<file path="src/rtl/clz_pkg.sv">
// Shared encodings and helpers for the CLZ/CLS normaliser.
// Optional barrel shifter is enabled by defining CLZ_NORM_SHIFT_EN.
package clz_pkg;

    localparam logic CLZ_MODE_LZ = 1'b0;
    localparam logic CLZ_MODE_LS = 1'b1;

    function automatic int cnt_w(input int w);
        return $clog2(w + 1);
    endfunction

endpackage

</file>
<file path="src/rtl/clz_group.sv">
// Combinational priority encoder for one GROUP_W slice:
// reports whether the slice is empty and its local leading-zero count.
module clz_group
    import clz_pkg::*;
#(
    parameter int GROUP_W = 8,
    localparam int LCNT_W = cnt_w(GROUP_W)
) (
    input  logic [GROUP_W-1:0] grp,
    output logic               empty,
    output logic [LCNT_W-1:0]  lcnt
);

    assign empty = ~|grp;

    // Scan upward so the highest set bit wins.
    always_comb begin
        lcnt = '0;
        for (int i = 0; i < GROUP_W; i++) begin
            if (grp[i]) begin
                lcnt = LCNT_W'(GROUP_W - 1 - i);
            end
        end
    end

endmodule

</file>
<file path="src/rtl/clz_norm_pipe.sv">
// Two-stage CLZ/CLS normaliser with valid/ready on both sides.
// Define CLZ_NORM_SHIFT_EN to include the stage-2 normalising shifter.
module clz_norm_pipe
    import clz_pkg::*;
#(
    parameter int DATA_W  = 32,
    parameter int GROUP_W = 8,
    localparam int CNT_W  = cnt_w(DATA_W)
) (
    input  logic              clk,
    input  logic              rst_n,
    input  logic              in_valid,
    output logic              in_ready,
    input  logic [DATA_W-1:0] in_data,
    input  logic              in_mode,
    output logic              out_valid,
    input  logic              out_ready,
    output logic [CNT_W-1:0]  out_cnt,
    output logic              out_zero,
    output logic [DATA_W-1:0] out_data
);

    localparam int NG     = DATA_W / GROUP_W;
    localparam int LCNT_W = cnt_w(GROUP_W);

    logic              s1_valid_d, s1_valid_q;
    logic [DATA_W-1:0] s1_data_d, s1_data_q;
    logic              s1_mode_d, s1_mode_q;
    logic [CNT_W-1:0]  s1_cnt_d, s1_cnt_q;

    logic              s2_valid_d, s2_valid_q;
    logic [CNT_W-1:0]  s2_cnt_d, s2_cnt_q;
    logic              s2_zero_d, s2_zero_q;
    logic [DATA_W-1:0] s2_data_d, s2_data_q;

    logic              s1_adv, s2_adv;
    logic [DATA_W-1:0] tree_in;
    logic [NG-1:0]     g_empty;
    logic [LCNT_W-1:0] g_cnt [NG];
    logic [CNT_W-1:0]  cnt_raw;
    logic              zero_calc;
    logic [DATA_W-1:0] shifted;

    assign s2_adv   = ~s2_valid_q | out_ready;
    assign s1_adv   = ~s1_valid_q | s2_adv;
    assign in_ready = s1_adv;

    // CLS reuses the CLZ tree: sign-relative bits, shifted, with a stop bit.
    always_comb begin
        tree_in = in_data;
        if (in_mode == CLZ_MODE_LS) begin
            tree_in = {in_data[DATA_W-2:0]
                       ^ {(DATA_W-1){in_data[DATA_W-1]}}, 1'b1};
        end
    end

    for (genvar g = 0; g < NG; g++) begin : g_grp
        clz_group #(
            .GROUP_W(GROUP_W)
        ) u_grp (
            .grp  (tree_in[g*GROUP_W +: GROUP_W]),
            .empty(g_empty[g]),
            .lcnt (g_cnt[g])
        );
    end

    always_comb begin
        cnt_raw = CNT_W'(DATA_W);
        for (int g = 0; g < NG; g++) begin
            if (!g_empty[g]) begin
                cnt_raw = CNT_W'(GROUP_W * (NG - 1 - g))
                        + CNT_W'(g_cnt[g]);
            end
        end
    end

    always_comb begin
        s1_valid_d = s1_valid_q;
        s1_data_d  = s1_data_q;
        s1_mode_d  = s1_mode_q;
        s1_cnt_d   = s1_cnt_q;
        if (s1_adv) begin
            s1_valid_d = in_valid;
            if (in_valid) begin
                s1_data_d = in_data;
                s1_mode_d = in_mode;
                s1_cnt_d  = cnt_raw;
            end
        end
    end

    // In CLS a count of DATA_W-1 means all bits match the MSB.
    always_comb begin
        if (s1_mode_q == CLZ_MODE_LS) begin
            zero_calc = (s1_cnt_q == CNT_W'(DATA_W - 1))
                      && !s1_data_q[DATA_W-1];
        end else begin
            zero_calc = (s1_cnt_q == CNT_W'(DATA_W));
        end
    end

`ifdef CLZ_NORM_SHIFT_EN
    assign shifted = s1_data_q << s1_cnt_q;
`else
    assign shifted = s1_data_q;
`endif

    always_comb begin
        s2_valid_d = s2_valid_q;
        s2_cnt_d   = s2_cnt_q;
        s2_zero_d  = s2_zero_q;
        s2_data_d  = s2_data_q;
        if (s2_adv) begin
            s2_valid_d = s1_valid_q;
            if (s1_valid_q) begin
                s2_cnt_d  = s1_cnt_q;
                s2_zero_d = zero_calc;
                s2_data_d = shifted;
            end
        end
    end

    always_ff @(posedge clk or negedge rst_n) begin
        if (!rst_n) begin
            s1_valid_q <= 1'b0;
            s1_data_q  <= '0;
            s1_mode_q  <= CLZ_MODE_LZ;
            s1_cnt_q   <= '0;
            s2_valid_q <= 1'b0;
            s2_cnt_q   <= '0;
            s2_zero_q  <= 1'b0;
            s2_data_q  <= '0;
        end else begin
            s1_valid_q <= s1_valid_d;
            s1_data_q  <= s1_data_d;
            s1_mode_q  <= s1_mode_d;
            s1_cnt_q   <= s1_cnt_d;
            s2_valid_q <= s2_valid_d;
            s2_cnt_q   <= s2_cnt_d;
            s2_zero_q  <= s2_zero_d;
            s2_data_q  <= s2_data_d;
        end
    end

    assign out_valid = s2_valid_q;
    assign out_cnt   = s2_cnt_q;
    assign out_zero  = s2_zero_q;
    assign out_data  = s2_data_q;

endmodule

</file>
<file path="config.mk">
export PLATFORM = sky130hd
export DESIGN_NAME = clz_norm_pipe
export DESIGN_NICKNAME = d
export VERILOG_FILES = /design/src/rtl/clz_pkg.sv /design/src/rtl/clz_group.sv /design/src/rtl/clz_norm_pipe.sv
export SDC_FILE = /design/constraint.sdc
export NUM_CORES = 1
export LEC_CHECK = 0
export ABC_AREA = 1
export BUFFER_PORTS_ARGS = -buffer_cell sky130_fd_sc_hd__buf_4
export CORE_UTILIZATION = 55
export CTS_CLUSTER_DIAMETER = 80
export DETAILED_ROUTE_END_ITERATION = 8
export HOLD_SLACK_MARGIN = 0.02
export PLACE_DENSITY = 0.88
export SLEW_MARGIN = 20
export SYNTH_ARGS = -nofsm -noshare
export SYNTH_HDL_FRONTEND = slang
export SYNTH_SLANG_ARGS = --single-unit
</file>
<file path="constraint.sdc">
create_clock -name clk -period 2.9 [get_ports clk]
set_clock_uncertainty 0.2 [all_clocks]
set_input_delay 0.29 -clock clk [delete_from_list [all_inputs] [get_ports clk]]
set_output_delay 0.29 -clock clk [all_outputs]
set_load 0.02 [all_outputs]
</file>
Word-level counts from Yosys, hierarchy flattened
Cells that the tools add are included.

Add/subtract/negate cells: 3. Eq/ne operators: 2. Mux-type cells: 38. Bitwise logic cells: 5. Reductions and logical operators: 8.

Operator list (number): two-way mux 3 bit (32); two-way mux 32 bit (1); OR reduction 8 bit (4); XOR 31 bit (1); two-way mux 6 bit (4); adder 5 x 4 -> 6 bit, first input constant (2); equality test 6 x 5 -> 1 bit, second input constant (1); equality test 6 bit, second input constant (1); adder 4 x 4 -> 5 bit, first input constant (1); AND reduction 2 bit (2); NOT 1 bit (2); bitwise OR 1 bit (2); logical AND 1 bit (1); logical NOT 1 bit (1); two-way mux 1 bit (1).

Bits in registers: 80. Bits of input ports: 37. Output and inout port bits: 41. Logic and storage cells: 64.

Logic depth before layout (Yosys ltp)
Word-level depth: 15. Depth in mapped cells: 15. Gate-level depth less buffers: 14.

Hierarchy
From an unflattened synthesis, not the netlist that was laid out.

Cell total of the unflattened synthesis: 583. Area, all modules: 4307.9 µm².

Modules (own cells, without submodules): clz_norm_pipe (times used 1, cells each 491, area an instance 3857.4 µm², seq. area each 2001.9 µm²); clz_group (times used 4, cells each 23, area an instance 112.6 µm², seq. area each 0.0 µm²).

Worst setup path after synthesis
OpenSTA, ideal clock, no wires.

Path type: register to register. Start point: register s2_valid_q, in the netlist out_valid. End point: register s1_cnt_q[0]. Setup time: 73 ps. Arrival: 1514 ps. Data required time: 2627 ps. Slack: 1113 ps. Cell stages (with the launch flop): 7. Path buffers: 1. Clock period less this slack: 1787 ps. Cell sequence: dfrtp_1 nand3_1 nand2_1 inv_1 buf_1 nor2_1 a21oi_2.

Word-level cells in the longest chain between the ends: 4.

RTL lines: start: declaration (line clz_norm_pipe.sv:31) `logic s2_valid_d, s2_valid_q;`; start signal: assignment (line clz_norm_pipe.sv:138) `s2_valid_q <= s2_valid_d;`; NOT 1 bit (line clz_norm_pipe.sv:44) `assign s2_adv = ~s2_valid_q | out_ready;`; bitwise OR 1 bit (line clz_norm_pipe.sv:44); bitwise OR 1 bit (line clz_norm_pipe.sv:45) `assign s1_adv = ~s1_valid_q | s2_adv;`; net in_ready (line clz_norm_pipe.sv:13) `output logic in_ready,`; AND reduction 2 bit (no source line); end signal: assignment (line clz_norm_pipe.sv:137) `s1_cnt_q <= s1_cnt_d;`; end: declaration (line clz_norm_pipe.sv:29) `logic [CNT_W-1:0] s1_cnt_d, s1_cnt_q;`.

The timed path passes the listed nets, and every way through them passes these cells. A chain may end at the register's enable or synchronous reset.

Worst setup path after layout
Start point: input port out_ready. End point: register s1_cnt_q[5].

Word-level cells in the longest chain between the ends: 3.

RTL lines: start: declaration (line clz_norm_pipe.sv:17) `input logic out_ready,`; bitwise OR 1 bit (line clz_norm_pipe.sv:44); bitwise OR 1 bit (line clz_norm_pipe.sv:45); AND reduction 2 bit (no source line).

Every way passes these cells.

==> qor.yml <==
grt_antenna_before_repair: 0
clk_latency_ns: 0.36
path_class: "in2reg"
grt_pass1_wl_um: 15400
drtIter0Drc: 163
grt_pass1_vias: 3326
powerDensity_nw_per_um2: 661
synth_area_um2: 4110
gp_congestion: 0.935
synth_area_per_cell_um2: 7.55
nets: 659
setup_tns_ns: 0
avgViaCountPerCell: 4.98
path_max_fanout: 23
synth_flop_cell: "dfrtp_1"
syn_to_final_growth_pct: 22.1
synthTopCellsByArea: "dfrtp_1 49%, nand2_1 22%, o21ai_0 6.6%"
period_needed_ns: 2.12
cp_data_required_time_ns: 2.98
setup_violations: 0
drive_gt1_frac: 0.177
rsz0062_at_grt: "no"
cp_top_family: "buffers and inverters"
core-area_um2: 7250
hold_violations: 0
cts_buffer_depth: 2
crit_path_end_kind: "register"
hp-class: "in2reg"
num_io_pins: 78
cp.arrival_ns: 2.19
slowest_stage: "dlygate4sd3_1"
cts_root_buffer: "clkbuf_8"
cts.clk_slew.worst_paths_ns: 0.09
synth_top_area_frac: 0.487
drv_cap: 0
yosysWarnings: 0
rows: 31
first_pass_iters: 5
post_cts_buffers: 0
start_util: 0.567
register_area_um2: 2000
cpPeakStageDelay_ns: 0.53
crit_buf_inv: 5
ys_seq_elements: 80
period_share: 0.730
io_buffers: 77
slew_headroom: 0.337
status: "finished, final reports clean"
synth_cells: 545
grt_max_degree: 81
async_flop_share: 1.00
startpoint_type: "input pin"
numCtsBuffers: 9
seq_area_frac_synth: 0.487
post_drt_wl_per_cell_um: 12.9
fillerInstances: 589
dpl.hpwl_um: 6280
peakVddDrop_mv: 0.335
ant_nets: 0
synth.most_common_cell: "nand2_1"
dieArea_um2: 7830
slew_viol_final: 0
multi_input_area_um2: 1780
synth_fp_nets: 582
vias: 3613
cts_tree: "yes"
cts.sinks: 80
drc_errors: 0
die_w_um: 88.5
die_h_um: 88.5
ctsResizeCount: 0
worst_slew_pin_slew_ns: 0.994
wl_um: 9390
critical_path.cell_chain: "dlygate4sd3_1, buf_4, inv_1, nand3_1, nand2_1, inv_1, nand2_1, inv_2, nand3_1, o22ai_1"
post-route-util: 0.692
holdBufCountCts: 12
grtUsageTotal: 0.260
cellLeakagePower_nw: 2.63
cts.htree.levels: 3
synthDistinctLibCells: 31
fmax_mhz: 473
synth_edf_count: 0
diodes: 0
synthTopCellsByCount: "243 x nand2_1, 80 x dfrtp_1, 54 x o21ai_0"
yosys.area.top_type: "dfrtp_1"
gr-total-overflow: 0
layer usage:
layer / vias to the layer above / routed length [um] / track usage
met2: 69 / 4670 / 0.438
met1: 1680 / 4250 / 0.338
met3: 14 / 301 / 0.0476
met5: - / 0 / 0
li1: 1850 / - / -
met4: 0 / 164 / 0.0909
final cells by class:
class / count / share of cell area
Inverter: 49 / 0.0366
Clock inverter: 5 / 0.0125
Clock buffer: 11 / 0.0301
Timing Repair Buffer: 92 / 0.143
Sequential cell: 80 / 0.399
Tap cell: 99 / 0.0247
Multi-Input combinational cell: 390 / 0.354
layout by cell type (no fill, tap or decap), types with 9 or more instances in the layout:
cell type and count:
xor2_1 13, buf_4 80, dlygate4sd3_1 12, o21ai_1 11
dfrtp_1 80, nor2_1 16, nand2_1 243, clkbuf_8 11
o21ai_0 54, inv_1 44, xnor2_1 9, nand3_1 19
logic make-up (layout without fill, tap and decap cells):
family	count (synthesis)	count (layout)	share of synthesized area
XOR/XNOR	22	22	0.0468
buffers and inverters	75	157	0.0812
flip-flops	80	80	0.487
AO/OA/AOI/OAI	80	80	0.106
AND/OR/NAND/NOR	288	288	0.279
state kept, by name (all words and copies together) (netlist names):
register / flops
s1_mode_q: 1
out_valid: 1
out_cnt: 6
s1_valid_q: 1
out_data: 32
s1_cnt_q: 6
s1_data_q: 32
out_zero: 1
worst register-to-register path: stages (launching register included):
cell and delay, ns:
dfrtp_1 0.39, nand3_1 0.14, nand2_1 0.10, inv_1 0.53, nand2_1 0.14, inv_2 0.08, nand3_1 0.11, o22ai_1 0.15
worst paths after layout:
kind,endpoint,cells past startpoint,startpoint,slack (ns)
max,s1_cnt_q[5]$_DFFE_PN0P_,10,out_ready,0.78
min,s1_data_q[14]$_DFFE_PN0P_,3,in_data[14],0.03
max reg2reg,s1_cnt_q[5]$_DFFE_PN0P_,7,out_valid$_DFFE_PN0P_,0.97
min reg2reg,out_data[19]$_DFFE_PN0P_,2,s1_data_q[19]$_DFFE_PN0P_,0.27
max in group asynchronous,s1_data_q[2]$_DFFE_PN0P_,2,rst_n,1.42
min in group asynchronous,out_data[11]$_DFFE_PN0P_,2,rst_n,0.44
report_power, final:
part | switching, mW | total (mW) | internal [mW]
clock network | 0.432 | 0.881 | 0.449
registers | 0.124 | 1.46 | 1.34
logic | 0.594 | 0.980 | 0.386
through the flow:
step,total power [mW],hold WS [ns],std cells,cell area [um2],worst slack [ns]
after global placement,2.41,0.253,698,4690,0.685
after CTS,3.33,0.0221,726,5020,0.815
after global routing,3.51,0.0388,726,5020,0.632
after floorplan,2.04,-0.206,545,4110,1.11
final,3.32,0.0269,726,5020,0.784
after detailed placement,2.44,0.257,698,4690,0.678
Note: power is estimated with default switching activity, not from simulation.
